--- src/rtl/instr_queue_player.sv ---
// Instruction queue for the robot: save/delete edit a LIFO-trimmed list, execute replays it
// as registered motor commands (1-cycle latency), each entry held STEP_CYCLES clocks.
module instr_queue_player #(
    parameter int DEPTH       = 8,
    parameter int STEP_CYCLES = 50_000_000
) (
    input  logic                       clk,
    input  logic                       reset,
    input  logic                       save,
    input  logic                       execute,
    input  logic                       delete,
    input  logic [3:0]                 instr_in,
    output logic                       cmd_valid,
    output logic [1:0]                 cmd_dir,
    output logic [1:0]                 cmd_torque,
    output logic [$clog2(DEPTH)-1:0]   step_index,
    output logic [$clog2(DEPTH):0]     count,
    output logic                       busy,
    output logic                       full,
    output logic                       empty
);
    localparam int IW = $clog2(DEPTH);
    localparam int CW = IW + 1;
    // A single-cycle step still needs a one-bit timer to exist.
    localparam int TW = (STEP_CYCLES > 1) ? $clog2(STEP_CYCLES) : 1;

    typedef enum logic {IDLE, RUN} state_t;

    state_t         state;
    state_t         state_nxt;
    logic [3:0]     mem [DEPTH];
    logic [TW-1:0]  timer;
    logic           start;
    logic           step_done;
    logic           last_step;

    assign busy      = (state == RUN);
    assign full      = (count == CW'(DEPTH));
    assign empty     = (count == '0);
    assign start     = execute && !empty;
    assign step_done = (timer == TW'(STEP_CYCLES - 1));
    assign last_step = ((CW'(step_index) + CW'(1)) == count);

    always_comb begin
        state_nxt = state;
        case (state)
            IDLE: if (start) state_nxt = RUN;
            RUN:  if (step_done && last_step) state_nxt = IDLE;
            default: state_nxt = IDLE;
        endcase
    end

    always_ff @(posedge clk) begin
        if (reset) begin
            state      <= IDLE;
            count      <= '0;
            timer      <= '0;
            step_index <= '0;
            cmd_valid  <= 1'b0;
            cmd_dir    <= 2'b00;
            cmd_torque <= 2'b00;
        end else begin
            state <= state_nxt;
            case (state)
                IDLE: begin
                    if (start) begin
                        timer                   <= '0;
                        step_index              <= '0;
                        cmd_valid               <= 1'b1;
                        {cmd_torque, cmd_dir}   <= mem[0];
                    end else if (save && delete) begin
                        count <= count;
                    end else if (save && !full) begin
                        mem[count[IW-1:0]] <= instr_in;
                        count              <= count + 1'b1;
                    end else if (delete && !empty) begin
                        count <= count - 1'b1;
                    end
                end
                RUN: begin
                    // Queue is frozen here; edits and execute are ignored.
                    if (step_done) begin
                        timer <= '0;
                        if (last_step) begin
                            step_index <= '0;
                            cmd_valid  <= 1'b0;
                            cmd_dir    <= 2'b00;
                            cmd_torque <= 2'b00;
                        end else begin
                            step_index            <= step_index + 1'b1;
                            {cmd_torque, cmd_dir} <= mem[step_index + 1'b1];
                        end
                    end else begin
                        timer <= timer + 1'b1;
                    end
                end
                default: ;
            endcase
        end
    end
endmodule

--- config.mk ---
export PLATFORM = sky130hd
export DESIGN_NAME = instr_queue_player
export DESIGN_NICKNAME = d
export VERILOG_FILES = /design/src/rtl/instr_queue_player.sv
export SDC_FILE = /design/constraint.sdc
export NUM_CORES = 1
export LEC_CHECK = 0
export CAP_MARGIN = 20
export CORE_ASPECT_RATIO = 1.1
export CORE_MARGIN = 2
export CORE_UTILIZATION = 30
export DETAILED_ROUTE_END_ITERATION = 12
export GPL_TIMING_DRIVEN = 1
export SLEW_MARGIN = 20
export SYNTH_ARGS = -nofsm -noshare
export SYNTH_HDL_FRONTEND = slang
export SYNTH_SLANG_ARGS = --single-unit
--- constraint.sdc ---
create_clock -name clk -period 2.5 [get_ports clk]
set_clock_uncertainty 0.05 [all_clocks]
set_input_delay 0.5 -clock clk [delete_from_list [all_inputs] [get_ports clk]]
set_output_delay 0.5 -clock clk [all_outputs]
set_load 0.02 [all_outputs]
==> results of run 1 <==
-- registers in the layout (all words and copies together) (netlist names) --
name        count
step_index      3
timer          26
cmd_valid       1
busy            1
mem            32
cmd_dir         2
count           4
cmd_torque      2
-- critical path: stages, from the launching register on --
cell             delay [ps]
dfxtp_1                 310
buf_4                   180
nor4b_4                 350
clkdlybuf4s50_1         660
-- per-layer routing --
layer  global-route usage  routed length [µm]  vias up
met5                    0                   0        -
li1                     -                   -     1313
met3              0.03375                 229       15
met4              0.05526                 169        0
met1               0.1597                3585     1251
met2               0.2327                3807       47
-- per-stage QoR --
stage	cells	power [mW]	hold WS (ps)
after global placement	502	2.881	409.4
after global routing	518	4.262	437.1
after floorplan	319	2.351	382.2
after CTS	518	4.086	425.2
final	518	4.048	419.9
after detailed placement	502	2.893	410.7
-- cells by family (layout without fill, tap and decap cells) --
| family | after synthesis | after routing | synth area share |
|---|---|---|---|
| and+or+nand+nor | 116 | 116 | 0.1870 |
| AOI/OAI and AO/OA | 76 | 76 | 0.1446 |
| DFF | 71 | 71 | 0.5084 |
| buffers and inverters | 25 | 77 | 0.03323 |
| xor gates and xnor gates | 13 | 13 | 0.03762 |
| muxes | 13 | 13 | 0.06866 |
| adders and majority gates | 5 | 5 | 0.02045 |
-- cells in the final DEF (no fill, tap or decap), drive strengths merged, types with 6 or more instances in the layout --
cell,instances
o21ai,16
xor2,8
nor4,6
nor3,18
a21oi,20
dfxtp,39
mux4,8
nand3,13
nor2,14
a31oi,12
nand4,8
clkdlybuf4s50,22
inv,14
clkbuf,9
a21o,10
buf,26
nand2,27
edfxtp,32
-- path summary, 6_finish.rpt --
check,start,to,depth (start not counted)
worst max-delay path,count[0]$_SDFFE_PP0P_,full,3
worst max register to register,count[0]$_SDFFE_PP0P_,count[3]$_SDFFE_PP0P_,9
worst min register to register,timer[22]$_SDFFE_PP0P_,timer[22]$_SDFFE_PP0P_,1
worst min-delay path,timer[22]$_SDFFE_PP0P_,timer[22]$_SDFFE_PP0P_,1
-- power breakdown --
| part | switching (mW) | internal (mW) | leakage, nW |
|---|---|---|---|
| Combinational | 0.826 | 0.632 | 0.703 |
| Sequential | 0.0727 | 1.31 | 0.604 |
| Clock | 0.523 | 0.679 | 0.132 |
| Total | 1.42 | 2.63 | 1.44 |
-- final cells by class --
type                            count  area (µm²)  area share
Sequential cell                    71        1742      0.4088
Multi-Input combinational cell    223        1585      0.3721
Timing Repair Buffer               49       424.2     0.09956
Clock buffer                        9       225.2     0.05286
Tap cell                          147       183.9     0.04317
Clock inverter                      7       55.05     0.01292
Inverter                           12       45.04     0.01057
-- cell usage after synthesis (all sizes together) (5+ instances only) --
library cell | instances | area share
a21o | 10 | 0.022
a21oi | 20 | 0.033
a31oi | 12 | 0.022
buf | 7 | 0.014
clkbuf | 6 | 0.0066
dfxtp | 39 | 0.23
edfxtp | 32 | 0.28
inv | 12 | 0.013
mux4 | 8 | 0.053
nand2 | 27 | 0.031
nand2b | 5 | 0.0091
nand3 | 13 | 0.019
nand4 | 8 | 0.015
nor2 | 14 | 0.016
nor3 | 18 | 0.028
nor4 | 6 | 0.013
o21ai | 16 | 0.023
xor2 | 8 | 0.020
==> impl_results.md, run 1 <==
- Status: complete, no violations
- Syn_area_per_cell: 10.74 µm²
- Total clock sinks: 71
- Post-synth EDFFs: 32
- VDD IR max: 0.4505 mV
- NumNets Final: 380
- R2R setup slack: 190 ps
- Detail Route Antenna Nets: 0
- CTS root buf: clkbuf_16
- Max Fclk: 418.8 MHz
- First-pass GRT wire length: 12.72 mm
- Hold-fix buffers, CTS: 0
- Core area: 11010 µm²
- Min Tclk post-route: 2388 ps
- Netlist cell types: 56
- Period utilization: 0.9550
- Synth Flop Type: dfxtp_1
- Async S/R FF share, synth: 0
- Clock Path Buffers: 2
- Final worst slack: 112.4 ps
- Hold crit path type: flip-flop to flip-flop
- Fillers: 1122
- Total wire length: 7.791 mm
- Full die area: 12290 µm²
- Critical path class: flip-flop to output port
- CTS tree: built
- Grt ovf: 0
- Vias per inst: 5.069
- Syn Std Cell Area: 3426 µm²
- DRT iter0 DRCs: 167
- Pre-CTS setup slack: 88.30 ps
- Ports: 24
- Clock Latency Late Sink: 330 ps
- Worst path arrival time: 1840 ps
- Die height: 116.1 µm
- Rel. slew slack: 0.6946
- Final TNS setup: 0 ps
- Drc violations: 0
- Number of global-route vias before repair: 2598
- Tot GR Track Use: 0.1341
- Layout cells sized above 1: 0.1806
- Post-CTS setup buffers: 0
- Dpl hpwl: 5.646 mm
- CTS clk-pin slew, worst paths: 60 ps
- Final hold violations: 0
- CP startpoint kind: flip-flop
- Antenna cells: 0
- Port-buffer cells: 23
- RSZ-0062 raised after global routing: no
- Sequential area share after synthesis: 0.5084
- Area grow syn2layout: 24.36%
- Vias: 2626
- Leakage: 1.439 nW
- 1st-pass router iterations: 4
- WL/cell: 15.04 µm
- Post-layout util: 0.3869
- FF+latch count, synth: 71
- Initial core utilization: 0.3111
- Final Max Tran Viols: 0
- CTS Buf Count: 9
- Max-cap violations: 0
- Initial antenna violation count: 0
- # setup viols final: 0
- Final Instance Area: 4260 µm²
- CP endpoint kind: output port
- Maximum number of pins on one net before global-route repair: 25
- YS warnings: 0
- Pwr Density: 950.2 nW/µm²
- Worst path required time: 1950 ps
- Worst slew pin tran: 458.1 ps
- CP max FO: 9
- Post-CTS sizing: 1
- Max H-tree Level: 3
- Rows: 40
- Cell area after placement: 3981 µm²
- Die X: 105.9 µm
- Routability cong.: 0.8326
- Synthesized Nets: 333
- Cells after Synth: 319
No activity file was read; power rests on OpenSTA's default activity.
==> inputs of run 2 (changes only) <==
SKIP_LAST_GASP = 1   (was default)
==> results of run 2 <==
The final DEF is identical to that of run 1; final timing and power are the same.
